**config.mk**
```make
export PLATFORM = sky130hd
export DESIGN_NAME = frame_dump_ctrl_flat
export DESIGN_NICKNAME = d
export VERILOG_FILES = /design/src/rtl/frame_dump_ctrl_pkg.sv /design/src/rtl/frame_dump_ctrl_if.sv /design/src/rtl/frame_dump_ctrl_btn_debounce.sv /design/src/rtl/frame_dump_ctrl.sv /design/src/flat_wrapper.sv
export SDC_FILE = /design/constraint.sdc
export NUM_CORES = 1
export LEC_CHECK = 0
export ABC_AREA = 1
export CORE_ASPECT_RATIO = 1.25
export CORE_UTILIZATION = 53
export CTS_BUF_LIST = sky130_fd_sc_hd__clkbuf_16
export DETAILED_ROUTE_END_ITERATION = 10
export PLACE_DENSITY_LB_ADDON = 0.12
export SETUP_SLACK_MARGIN = 0.2
export SLEW_MARGIN = 20
export SYNTH_ARGS = -nofsm -noshare
export SYNTH_HDL_FRONTEND = slang
export SYNTH_SLANG_ARGS = --single-unit
```
**constraint.sdc**
```tcl
create_clock -name clk12 -period 2.1 [get_ports clk12]
set_input_delay 0.63 -clock clk12 [delete_from_list [all_inputs] [get_ports clk12]]
set_output_delay 0.63 -clock clk12 [all_outputs]
set_load 0.01 [all_outputs]
```
**src/rtl/frame_dump_ctrl_pkg.sv**
```systemverilog
// Shared types and constants for the frame dump controller: FSM state
// encoding, default sync header bytes, address widths and the test pixel pattern.
package frame_dump_ctrl_pkg;

    typedef enum logic [2:0] {
        ST_IDLE  = 3'd0,
        ST_HDR0  = 3'd1,
        ST_HDR1  = 3'd2,
        ST_FETCH = 3'd3,
        ST_SEND  = 3'd4,
        ST_DONE  = 3'd5
    } fdc_state_t;

    localparam logic [7:0] SYNC0_DEFAULT = 8'hA5;
    localparam logic [7:0] SYNC1_DEFAULT = 8'h5A;

    localparam int XW = 6;
    localparam int YW = 5;

    // Raster-index pattern used to fill a buffer with recognisable content.
    function automatic logic [7:0] pixel_pattern(input int x, input int y, input int w);
        return 8'((x + y * w) % 256);
    endfunction

endpackage

```
**src/rtl/frame_dump_ctrl_if.sv**
```systemverilog
// Buffer-read and UART-write bus between the dump controller (master) and
// its environment (slave), plus status and a debug view of the FSM state.
interface frame_dump_ctrl_if;
    import frame_dump_ctrl_pkg::*;

    logic [XW-1:0] read_x;
    logic [YW-1:0] read_y;
    logic [7:0]    read_q;
    logic          uart_busy;
    logic          uart_wr;
    logic [7:0]    uart_dat;
    logic          dump_active;
    logic          dump_done;
    fdc_state_t    dbg_state;

    // Handshake: uart_wr is a one-cycle strobe that only fires while uart_busy
    // is low and the holdoff gap has elapsed; uart_dat is stable from that
    // strobe until the next one. read_q answers read_x/read_y one cycle later.
    modport master (
        output read_x, read_y, uart_wr, uart_dat, dump_active, dump_done, dbg_state,
        input  read_q, uart_busy
    );

    modport slave (
        input  read_x, read_y, uart_wr, uart_dat, dump_active, dump_done, dbg_state,
        output read_q, uart_busy
    );

endinterface

```
**src/rtl/frame_dump_ctrl_btn_debounce.sv**
```systemverilog
// Button conditioner: one register stage plus a quiet-time counter; a press is
// reported on the first registered high after the button was low long enough.
module btn_debounce #(
    parameter int DEBOUNCE_BITS = 14
) (
    input  logic i_clk,
    input  logic i_rst,
    input  logic i_btn,
    output logic o_btn_reg,
    output logic o_pressed
);

    logic                     r_btn;
    logic [DEBOUNCE_BITS-1:0] r_cnt;

    always_ff @(posedge i_clk or posedge i_rst) begin
        if (i_rst) begin
            r_btn <= 1'b0;
            r_cnt <= '0;
        end else begin
            r_btn <= i_btn;
            if (r_btn) begin
                r_cnt <= '0;
            end else if (!(&r_cnt)) begin
                r_cnt <= r_cnt + 1'b1;
            end
        end
    end

    assign o_btn_reg = r_btn;
    assign o_pressed = r_btn & (&r_cnt);

endmodule

```
**src/rtl/frame_dump_ctrl.sv**
```systemverilog
// Streams a sync header and then the whole downsample buffer in raster order
// to a UART, one byte per idle gap, after a debounced button press.
module frame_dump_ctrl
    import frame_dump_ctrl_pkg::*;
#(
    parameter int          WIDTH         = 40,
    parameter int          HEIGHT        = 30,
    parameter int          DEBOUNCE_BITS = 14,
    parameter int          HOLDOFF_BITS  = 13,
    parameter logic [7:0]  SYNC0         = SYNC0_DEFAULT,
    parameter logic [7:0]  SYNC1         = SYNC1_DEFAULT
) (
    input  logic              clk12,
    input  logic              areset,
    input  logic              btn,
    frame_dump_ctrl_if.master bus
);

    localparam logic [XW-1:0] X_LAST = XW'(WIDTH - 1);
    localparam logic [YW-1:0] Y_LAST = YW'(HEIGHT - 1);

    fdc_state_t              r_state;
    logic [XW-1:0]           r_x;
    logic [YW-1:0]           r_y;
    logic                    r_wr;
    logic [7:0]              r_dat;
    logic                    r_active;
    logic                    r_done;
    logic                    r_arm;
    logic [HOLDOFF_BITS-1:0] r_holdoff;

    logic w_btn_reg;
    logic w_pressed;
    logic w_trigger;
    logic w_issue;

    btn_debounce #(
        .DEBOUNCE_BITS(DEBOUNCE_BITS)
    ) u_debounce (
        .i_clk    (clk12),
        .i_rst    (areset),
        .i_btn    (btn),
        .o_btn_reg(w_btn_reg),
        .o_pressed(w_pressed)
    );

    // Enforces a minimum quiet gap on the UART line after it goes idle.
    always_ff @(posedge clk12 or posedge areset) begin
        if (areset) begin
            r_holdoff <= '0;
        end else if (bus.uart_busy) begin
            r_holdoff <= '0;
        end else if (!(&r_holdoff)) begin
            r_holdoff <= r_holdoff + 1'b1;
        end
    end

    assign w_trigger = (r_state == ST_IDLE) && w_pressed && r_arm;
    assign w_issue   = (&r_holdoff) && !bus.uart_busy && !r_wr;

    always_ff @(posedge clk12 or posedge areset) begin
        if (areset) begin
            r_state  <= ST_IDLE;
            r_x      <= '0;
            r_y      <= '0;
            r_wr     <= 1'b0;
            r_dat    <= '0;
            r_active <= 1'b0;
            r_done   <= 1'b0;
            r_arm    <= 1'b1;
        end else begin
            r_wr   <= 1'b0;
            r_done <= 1'b0;
            if (w_trigger) begin
                r_arm <= 1'b0;
            end else if (!w_btn_reg) begin
                r_arm <= 1'b1;
            end
            case (r_state)
                ST_IDLE: begin
                    if (w_trigger) begin
                        r_state  <= ST_HDR0;
                        r_x      <= '0;
                        r_y      <= '0;
                        r_active <= 1'b1;
                    end
                end
                ST_HDR0: begin
                    if (w_issue) begin
                        r_wr    <= 1'b1;
                        r_dat   <= SYNC0;
                        r_state <= ST_HDR1;
                    end
                end
                ST_HDR1: begin
                    if (w_issue) begin
                        r_wr    <= 1'b1;
                        r_dat   <= SYNC1;
                        r_state <= ST_FETCH;
                    end
                end
                // Address was updated on entry; read_q is valid from next cycle.
                ST_FETCH: r_state <= ST_SEND;
                ST_SEND: begin
                    if (w_issue) begin
                        r_wr  <= 1'b1;
                        r_dat <= bus.read_q;
                        if (r_x == X_LAST && r_y == Y_LAST) begin
                            r_state  <= ST_DONE;
                            r_active <= 1'b0;
                            r_done   <= 1'b1;
                        end else begin
                            if (r_x == X_LAST) begin
                                r_x <= '0;
                                r_y <= r_y + 1'b1;
                            end else begin
                                r_x <= r_x + 1'b1;
                            end
                            r_state <= ST_FETCH;
                        end
                    end
                end
                ST_DONE:  r_state <= ST_IDLE;
                default:  r_state <= ST_IDLE;
            endcase
        end
    end

    assign bus.read_x      = r_x;
    assign bus.read_y      = r_y;
    assign bus.uart_wr     = r_wr;
    assign bus.uart_dat    = r_dat;
    assign bus.dump_active = r_active;
    assign bus.dump_done   = r_done;
    assign bus.dbg_state   = r_state;

endmodule
```
**src/flat_wrapper.sv**
```systemverilog
// flat-port wrapper written by rule: the top's interface ports become plain ports
module frame_dump_ctrl_flat import frame_dump_ctrl_pkg::*;
#(
    parameter int          WIDTH         = 40,
    parameter int          HEIGHT        = 30,
    parameter int          DEBOUNCE_BITS = 14,
    parameter int          HOLDOFF_BITS  = 13,
    parameter logic [7:0]  SYNC0         = SYNC0_DEFAULT,
    parameter logic [7:0]  SYNC1         = SYNC1_DEFAULT
)
  (clk12, areset, btn, bus_read_x, bus_read_y, bus_uart_wr, bus_uart_dat, bus_dump_active, bus_dump_done, bus_dbg_state, bus_read_q, bus_uart_busy);
  frame_dump_ctrl_if bus_i ();
  input  logic clk12;
  input  logic areset;
  input  logic btn;
  output wire logic [$bits(bus_i.read_x)-1:0] bus_read_x;
  output wire logic [$bits(bus_i.read_y)-1:0] bus_read_y;
  output wire logic [$bits(bus_i.uart_wr)-1:0] bus_uart_wr;
  output wire logic [$bits(bus_i.uart_dat)-1:0] bus_uart_dat;
  output wire logic [$bits(bus_i.dump_active)-1:0] bus_dump_active;
  output wire logic [$bits(bus_i.dump_done)-1:0] bus_dump_done;
  output wire logic [$bits(bus_i.dbg_state)-1:0] bus_dbg_state;
  input wire logic [$bits(bus_i.read_q)-1:0] bus_read_q;
  input wire logic [$bits(bus_i.uart_busy)-1:0] bus_uart_busy;
  assign bus_read_x = bus_i.read_x;
  assign bus_read_y = bus_i.read_y;
  assign bus_uart_wr = bus_i.uart_wr;
  assign bus_uart_dat = bus_i.uart_dat;
  assign bus_dump_active = bus_i.dump_active;
  assign bus_dump_done = bus_i.dump_done;
  assign bus_dbg_state = bus_i.dbg_state;
  assign bus_i.read_q = bus_read_q;
  assign bus_i.uart_busy = bus_uart_busy;
  frame_dump_ctrl #(.WIDTH(WIDTH), .HEIGHT(HEIGHT), .DEBOUNCE_BITS(DEBOUNCE_BITS), .HOLDOFF_BITS(HOLDOFF_BITS), .SYNC0(SYNC0), .SYNC1(SYNC1)) u_core (.clk12(clk12), .areset(areset), .btn(btn), .bus(bus_i));
endmodule
```
# Word level (Yosys, flattened, before mapping)

Index checks and enable logic that the tools add are counted.

Register bits after elaboration: 54
Output and inout port bits: 25
Word-level logic and storage cells: 85
Latch bits: 0
Memory bits (writable): 0
Input bits: 12
Memories kept: 0
ROM bits: 0

Bitwise gates (word level): 1
Shift-type cells: 0
$mul: 0
Divide/modulo/power cells: 0
Multiplexer cells: 35
Magnitude comparators: 0
Reductions and logical operators: 18
$add $sub $neg: 4
Equal/unequal tests: 16

Operators by type and width:

| kind                                                | number |
|---|---|
| two-way mux 14 bit                                  | 2 |
| two-way mux 13 bit                                  | 2 |
| two-way mux 6 bit                                   | 4 |
| two-way mux 8 bit                                   | 3 |
| case mux 8 bit (3 select lines)                     | 1 |
| two-way mux 5 bit                                   | 4 |
| AND reduction 4 bit                                 | 4 |
| two-way mux 3 bit                                   | 5 |
| case mux 3 bit (5 select lines)                     | 1 |
| adder 14 x 1 -> 14 bit, second input constant       | 1 |
| != test 2 x 1 -> 1 bit, second input constant       | 7 |
| AND reduction 14 bit                                | 1 |
| adder 13 x 1 -> 13 bit, second input constant       | 1 |
| AND reduction 13 bit                                | 1 |
| case mux 6 bit (2 select lines)                     | 1 |
| two-way mux 1 bit                                   | 10 |
| case mux 5 bit (2 select lines)                     | 1 |
| adder 6 x 1 -> 6 bit, second input constant         | 1 |
| equality test 3 x 2 -> 1 bit, second input constant | 2 |
| equality test 6 bit, second input constant          | 1 |
| != test 2 bit, second input constant                | 3 |
| adder 5 x 1 -> 5 bit, second input constant         | 1 |
| equality test 5 bit, second input constant          | 1 |
| logical AND 1 bit                                   | 5 |
| 10 further kinds                                    | 11 |

# Logic depth before layout (Yosys ltp)

Gate-level depths: netlist of run 1.

Word-level depth: 6
Depth in mapped cells: 12
Gate-level depth less buffers: 12

# Modules after synthesis

From an unflattened synthesis of run 1, not the netlist that was laid out.

Cell total of the unflattened synthesis: 387
Area, all modules: 3000.4 um^2

By module, submodules not included:

| module          | area each (um^2) | cells an instance | times used | seq. area each (um^2) |
|---|---|---|---|---|
| frame_dump_ctrl | 2139.6           | 271               | 1          | 977.2 |
| btn_debounce    | 860.8            | 116               | 1          | 375.4 |

# Worst setup path after synthesis of run 1

OpenSTA, ideal clock, no wires.

Path type: reg-to-reg
Start point: reg u_core.r_holdoff[0]
End point: reg u_core.r_y[0], in the netlist u_core.bus.read_y[0]
Slack: 0.433 ns
Cell stages (with the launch flop): 13
Data required time: 2.035 ns
Period minus slack after synthesis: 1.667 ns
Arrival: 1.602 ns
Path buffers: 1
Library setup time: 0.065 ns
Path through: dfrtp_1 > ha_1 > nand2_1 > nor2_2 > nand2_2 > nor2_4 > nand3_1 > nand2_2 > nand2_4 > nor2_4 > buf_6 > nand3_1 > nand2_1

Cells in the longest elaborated chain, start to end: 5

Ends and longest elaborated chain:

| what                                    | RTL line               | RTL |
|---|---|---|
| start: declaration                      | frame_dump_ctrl.sv:30  | `logic [HOLDOFF_BITS-1:0] r_holdoff;` |
| start signal: assignment                | frame_dump_ctrl.sv:54  | `r_holdoff <= r_holdoff + 1'b1;` |
| AND reduction 13 bit                    | frame_dump_ctrl.sv:59  | `assign w_issue = (&r_holdoff) && !bus.uart_busy && !r_wr;` |
| logical AND 1 bit (2 in series)         | frame_dump_ctrl.sv:59  |  |
| != test 2 x 1 -> 1 bit (no source line) | -                      |  |
| AND reduction 5 bit (no source line)    | -                      |  |
| end signal: assignment                  | frame_dump_ctrl.sv:115 | `r_y <= r_y + 1'b1;` |
| end: declaration                        | frame_dump_ctrl.sv:24  | `logic [YW-1:0] r_y;` |

No other way between the ends.
A chain may end at the register's enable or synchronous reset.

# Final worst setup path of run 1

Start point: reg u_core.r_x[1], in the netlist u_core.bus.read_x[1]
End point: out bus_read_x[1]

RTL lines:

| what                     | RTL line               | RTL |
|---|---|---|
| start: declaration       | frame_dump_ctrl.sv:23  | `logic [XW-1:0] r_x;` |
| start signal: assignment | frame_dump_ctrl.sv:117 | `r_x <= r_x + 1'b1;` |
| end: declaration         | flat_wrapper.sv:16     | `output wire logic [$bits(bus_i.read_x)-1:0] bus_read_x;` |

No word-level cell between the ends.

==> impl_results.md, run 1 <==
* PwrDens at roughly 560 nW/um^2
* Count of final setup violators at 0
* Seq/Total Area, Yosys at between 40% and 50%
* Dominant cells by area after synthesis: dfrtp_1 46%, nand2_1 14%, nor2_1 5.7%
* Ports at 37
* DP HPWL at between 4 and 5 mm
* Via density at between 5 and 6
* Crit-path slowest cell: clkdlybuf4s50_1
* Setup_tns at 0 ns
* Synth Instances at between 300 and 400
* Fmax at ~0.54 GHz
* Async SR Flop Fraction at 100%
* Pwr Total at about 2.1 mW
* Critical path depth in cells at 1
* Initial antenna violation count at 0
* Core Area at about 5000 um^2
* 1st-iter DRT viols at 159
* Post-synth top cells: 109 x nand2_1, 53 x dfrtp_1, 43 x nor2_1, 35 x inv_1, 24 x nand3_1
* Setup Skew at between 0.006 and 0.007 ns
* GP Congestion at slightly above 0.8
* Max reg flops at 14
* Worst-Margin Slew at approximately 0.4 ns
* Max H-tree Level at 2
* IO buf count at 36
* Slew Limit Fails at 0
* CP Max Fanout at 4
* Gr usage total at a little under a quarter
* Worst-Skew Late Latency at ~0.29 ns
* CTS buffer count at 5
* RSZ-0062 raised after global routing: false
* Row cnt at 29
* WL final at about 6.3 mm
* CTS clk-pin slew, worst paths at about 0.070 ns
* Finished Core Util at around three quarters
* DRC at 0
* P&R area growth vs syn at 31.2%
* Netlist area before placement at ~2900 um^2
* Die height at between 80 and 90 um
* Hold Buf Count CTS at 0
* Post-synth cell types at 33
* Number of synthesized flops with an enable pin at 0
* Register name with the most flops: u_core.u_debounce.r_cnt
* Number of max-cap violations at 0
* Total grt overflow at 0
* Nets at ~450
* P_leak at 1.82 nW
* CTS tree: done
* Worst min-delay path category: register to register
* Area leader, netlist: dfrtp_1
* Vias at ~2600
* Max clock buf depth at 2
* Die Footprint at about 5700 um^2
* R2R depth at 10
* Synth Area per Inst at between 7 and 8 um^2
* Peak supply drop at just over 0.4 mV
* Share of cells above drive strength 1 at 15.0%
* Setup CP Type: register to primary output
* Crit-path max cell delay at about 0.55 ns
* Routed WL per cell at 12.7 um
* Max_slew headroom at between 70% and 80%
* CTS root buf: clkbuf_16
* Worst path bufs/invs at 1
* ANT cells at 0
* Top delay family on crit path: buffers and inverters
* Final WS setup at ~0.24 ns
* CP Capture Type: primary output
* Syn Nets at approximately 380
* Largest net degree at the start of global routing at 22
* Period utilization at approximately nine tenths
* Yosys reg bits at between 50 and 60
* Final Hold Viols at 0
* Top_reg_cell synth: dfrtp_1
* Vias in the first global route at about 2300
* Die width at ~68 um
* Post-layout min period at roughly 1.9 ns
* CP required at roughly 1.5 ns
* Crit path DAT at about 1.2 ns
* Global-route wire length before repair at 10.3 mm
* Post-route cell area at ~3700 um^2
* Count leader, synth: nand2_1
* Post-synth top area share at a little under half
* Clock sinks at 54
* Syn. warnings at 0
* Pre-CTS setup slack at between 0.08 and 0.09 ns
* Post-route ant nets at 0
* Startpoint Class: register
* Placed cell area at roughly 3400 um^2
* Hold Path Depth at 2
* Status: finished, final reports clean
* Worst path cell trace: clkdlybuf4s50_1
* Initial core utilization at between 50 and 60%
* Drt pass-1 iters at 4
## metrics by stage
step	cells	hold WS (ns)
4_1_cts	483	0.486
2_1_floorplan	366	0.458
6_report	494	0.480
3_5_place_dp	469	0.466
3_3_place_gp	469	0.465
5_1_grt	494	0.493
## final timing paths
| check | from | endpoint | slack, ns |
|---|---|---|---|
| setup / recovery | u_core.bus.read_x[1] | bus_read_x[1] | 0.24 |
| hold / removal | u_core.bus.uart_dat[7] | u_core.bus.uart_dat[7] | 0.48 |
| setup reg to reg | u_core.bus.read_x[0] | u_core.bus.read_y[4] | 0.28 |
| hold reg to reg | u_core.bus.uart_dat[7] | u_core.bus.uart_dat[7] | 0.48 |
| max in group asynchronous | areset | u_core.bus.read_y[2] | 1.00 |
| min in group asynchronous | areset | u_core.u_debounce.r_cnt[1] | 0.67 |
## cells in the final DEF, fill, tap and decap left out, types with 4 or more instances in the layout
master	netlist	final
nand3_1	24	24
clkinvlp_4	0	4
buf_4	0	22
clkdlybuf4s50_1	0	30
nor2_4	4	7
dlymetal6s2s_1	0	4
nand2_2	5	8
o21ai_0	23	23
nand4_1	4	4
nor3_1	10	10
a21oi_1	13	13
clkbuf_16	0	6
a31oi_1	5	5
nand2_1	109	106
dfrtp_1	53	52
nor2_1	43	43
inv_1	35	34
## kinds of logic (layout without fill, tap and decap cells)
kind of cell,Yosys count,count (layout),share of synthesized area [%]
simple gates,212,212,34.0
flops,54,54,47.4
compound gates,50,50,9.69
buf+inv,42,108,5.79
fa+ha+maj,5,5,2.19
xor+xnor,3,3,0.921
## power by group
group	leakage, nW	internal, mW	total [mW]	switching, mW
sequential	0.721	1.05	1.06	0.0111
combinational	1.03	0.0440	0.0936	0.0496
clock	0.0760	0.562	0.939	0.376
## area by class of cell
type,count,area (um^2)
flip-flops and latches,54,1350
clock buffers,5,125
well taps,62,77.6
inverters,38,150
multi-input cells,270,1370
repair buffers,62,618
fillers,402,1370
clock inverters,3,45.0
## layer usage
metal  share of wire [%]  GRT usage [%]
met1                  45           31.5
met2                  51           38.5
met3                 2.6           2.87
met4                 1.5           6.96
met5                   0              0
## repair_timing
action	4_1_cts	5_1_grt
endpoints found under the setup margin	18	27
buffers inserted	6	10
cloned	0	1
gates resized for setup	3	14
pin swaps	1	8
(Power assumes the default switching activity.)
==> inputs of run 2 (changes only) <==
--- a/config.mk
+++ b/config.mk
@@ -7,12 +7,13 @@
 export LEC_CHECK = 0
 export ABC_AREA = 1
 export CORE_ASPECT_RATIO = 1.25
-export CORE_UTILIZATION = 53
+export CORE_UTILIZATION = 50
 export CTS_BUF_LIST = sky130_fd_sc_hd__clkbuf_16
 export DETAILED_ROUTE_END_ITERATION = 10
-export PLACE_DENSITY_LB_ADDON = 0.12
+export PLACE_DENSITY_LB_ADDON = 0.3
 export SETUP_SLACK_MARGIN = 0.2
 export SLEW_MARGIN = 20
 export SYNTH_ARGS = -nofsm -noshare
 export SYNTH_HDL_FRONTEND = slang
 export SYNTH_SLANG_ARGS = --single-unit
+export TNS_END_PERCENT = 30
==> constraint.sdc (replaced) <==
create_clock -name clk12 -period 1.6 [get_ports clk12]
set_input_delay 0.48 -clock clk12 [delete_from_list [all_inputs] [get_ports clk12]]
set_output_delay 0.48 -clock clk12 [all_outputs]
set_load 0.01 [all_outputs]
==> run 2 against run 1 <==
The flow now finishes with violations (setup timing); sequential cell count is the same; first-iteration DRC count rose by 79%; critical path depth grew 10; die area increased by 5.8%; power is 34% higher.
==> impl_results.md, run 2 (same netlist as run 1, synthesis figures left out) <==
* Nets at 505 (+13%)
* Worst path bufs/invs at 1 (unchanged)
* Max_slew headroom at 71.3% (-1.0 points)
* ANT cells at 0 (unchanged)
* Max clock buf depth at 2 (unchanged)
* Die width at 69.6 um (+2.9%)
* CTS tree: done
* CTS root buf: clkbuf_16
* Vias at 3038 (+19%)
* Setup Skew at 0.00970 ns (+0.00303 ns)
* Core Area at 5480 um^2 (+7.1%)
* Worst min-delay path category: register to register
* Drt pass-1 iters at 4 (unchanged)
* Commonest non-fill, non-tap cell in the layout: nand2_1
* DRC at 0 (unchanged)
* Setup CP Type: register to register
* CP Capture Type: register
* Slew Limit Fails at 0 (unchanged)
* Number of max-cap violations at 0 (unchanged)
* Worst-Margin Slew at 0.427 ns (+0.0151 ns)
* RSZ-0062 raised after global routing: true
* Peak supply drop at 0.455 mV (+11%)
* WL final at 9.17 mm (+46%)
* Setup_tns at -5.38 ns (-5.38 ns)
* Final WS setup at -0.242 ns (-0.479 ns)
* Count of final setup violators at 42 (+42)
* Ports at 37 (unchanged)
* Post-layout min period at 1.84 ns
* Post-route ant nets at 0 (unchanged)
* Share of cells above drive strength 1 at 40.3% (+25 points)
* Hold Buf Count CTS at 0 (unchanged)
* Worst-Skew Late Latency at 0.30 ns (about the same)
* Startpoint Class: register
* Pwr Total at 2.81 mW (+34%)
* Max reg flops at 14 (unchanged)
* Global-route wire length before repair at 14.0 mm (+36%)
* Clock sinks at 54 (unchanged)
* Row cnt at 30 (+3.4%)
* Die height at 86.5 um (+2.9%)
* Crit path DAT at 2.03 ns (+0.80 ns)
* Max H-tree Level at 2 (unchanged)
* Routed WL per cell at 16.6 um (+30%)
* Most frequent cells in the layout: 94 x nand2_1, 62 x buf_4, 53 x dfrtp_1
* Combinational power share at 6.4% (+1.9 points)
* P_leak at 2.16 nW (+19%)
* PwrDens at 638 nW/um^2 (+14%)
* GP Congestion at 0.879 (+6.7%)
* CTS buffer count at 5 (unchanged)
* CP Max Fanout at 5 (+1)
* Final Hold Viols at 0 (unchanged)
* Total grt overflow at 0 (unchanged)
* Fmax at 0.543 GHz
* Pre-CTS setup slack at -0.207 ns (-0.288 ns)
* Period utilization at 115%
* Initial core utilization at 52.1% (-3.7 points)
* Via density at 5.49 (+6.3%)
* Filler cells at 319 (-21%)
* Net switching power at 0.618 mW (+41%)
* 1st-iter DRT viols at 285 (+79%)
* Sw Ratio at 22.0% (+1.1 points)
* Worst path cell trace: ha_2 > nand2_2 > nor2_4 > nand2_4 > nor2_8 > nand3_4 > nand2_4 > buf_6 > nand4_1 > nand2_1 > nand2_1
* P&R area growth vs syn at 54.2%
* Largest net degree at the start of global routing at 34 (+55%)
* Initial antenna violation count at 0 (unchanged)
* Vias in the first global route at 3020 (+29%)
* Crit-path slowest cell: dfrtp_1
* Multi-input combinational cell area at 1640 um^2 (+20%)
* Pint at 2.19 mW (+32%)
* Sequential power share at 49.6% (-1.1 points)
* DP HPWL at 5.14 mm (+17%)
* Status: finished, violations left
* Gr usage total at 30.0% (+6.5 points)
* IO buf count at 36 (unchanged)
* Die Footprint at 6020 um^2 (+5.8%)
* Clock power share at 44.0% (-0.9 points)
* Register name with the most flops: u_core.u_debounce.r_cnt
* Top delay family on crit path: simple AND/OR/NAND/NOR gates
* Crit-path max cell delay at 0.39 ns (-0.16 ns)
* CP required at 1.79 ns (+0.32 ns)
* CTS clk-pin slew, worst paths at 0.07 ns (about the same)
* Failing checks: setup timing
* Reg area at 1350 um^2 (about the same)
## run 2: cell types whose count changed in the layout (fill, tap and decap cells not counted), moves of 7 or more
cell	previous run	this run
buf_2	0	9
buf_4	22	62
buf_6	0	23
clkbuf_2	0	9
clkdlybuf4s50_1	30	11
nand2_1	106	94
nand2_2	8	17
nand3_1	24	16
nand3_2	0	7
nor2_1	43	33
o21ai_0	23	8
o21ai_1	2	12
## run 2: through the flow
step | instances | util, % | instance area [um^2] | hold slack [ns]
4_1_cts | 542 | 76.6 | 4200 | 0.481
2_1_floorplan | 366 | - | 2860 | 0.458
3_5_place_dp | 514 | 67.4 | 3690 | 0.468
5_1_grt | 553 | 80.3 | 4400 | 0.493
3_3_place_gp | 514 | 67.4 | 3690 | 0.465
6_report | 553 | 80.3 | 4400 | 0.477
## run 2: path summary, 6_finish.rpt
path,startpoint,endpoint,slack [ns],cells after the start
min,u_core.bus.uart_dat[6],u_core.bus.uart_dat[6],0.48,2
max in group asynchronous,areset,u_core.r_holdoff[11],0.74,3
min in group asynchronous,areset,u_core.r_holdoff[2],0.57,3
min reg2reg,u_core.bus.uart_dat[6],u_core.bus.uart_dat[6],0.48,2
max,u_core.u_debounce.r_cnt[1],u_core.bus.read_y[1],-0.24,11
max reg2reg,u_core.u_debounce.r_cnt[1],u_core.bus.read_y[1],-0.24,11
## run 2: layout make-up
class,instances,share of cell area (%)
well taps,64,1.82
clock inverters,3,0.853
clock buffers,5,2.84
repair buffers,119,22.9
inverters,38,3.47
flip-flops and latches,54,30.7
multi-input cells,270,37.4
## run 2: worst min-delay path: stages (launching register included)
cell and delay, ns:
dfrtp_1 0.34, nand2_1 0.05, nand2_1 0.06
## run 2: per-layer routing
layer	GRT usage (%)	up-vias	part of all wire, %
met5	0	-	0
met1	33.1	1501	39
met3	3.72	29	2.8
met4	13.7	0	3.6
met2	57.1	79	54
li1	-	1429	-
## run 2: power by group through the flow
stage	registers (mW)	clock network [mW]	logic (mW)
final	1.39	1.24	0.180
after global routing	1.39	1.29	0.196
after CTS	1.39	1.21	0.147
after detailed placement	1.41	0	0.133
after global placement	1.41	0	0.129
after floorplan	1.41	0	0.0559
## run 2: repair_timing
item | CTS | global route
resized for setup | 146 | 59
cloned | 1 | 0
endpoints found under the setup margin | 74 | 66
pin swaps | 36 | 27
buffers inserted | 19 | 11
==> inputs of run 3 (changes only) <==
--- a/config.mk
+++ b/config.mk
@@ -12,7 +12,7 @@
 export DETAILED_ROUTE_END_ITERATION = 10
 export PLACE_DENSITY_LB_ADDON = 0.3
 export SETUP_SLACK_MARGIN = 0.2
-export SLEW_MARGIN = 20
+export SLEW_MARGIN = 30
 export SYNTH_ARGS = -nofsm -noshare
 export SYNTH_HDL_FRONTEND = slang
 export SYNTH_SLANG_ARGS = --single-unit
==> results of run 3 <==
No change in the layout: final DEF, timing and power equal those of run 2.
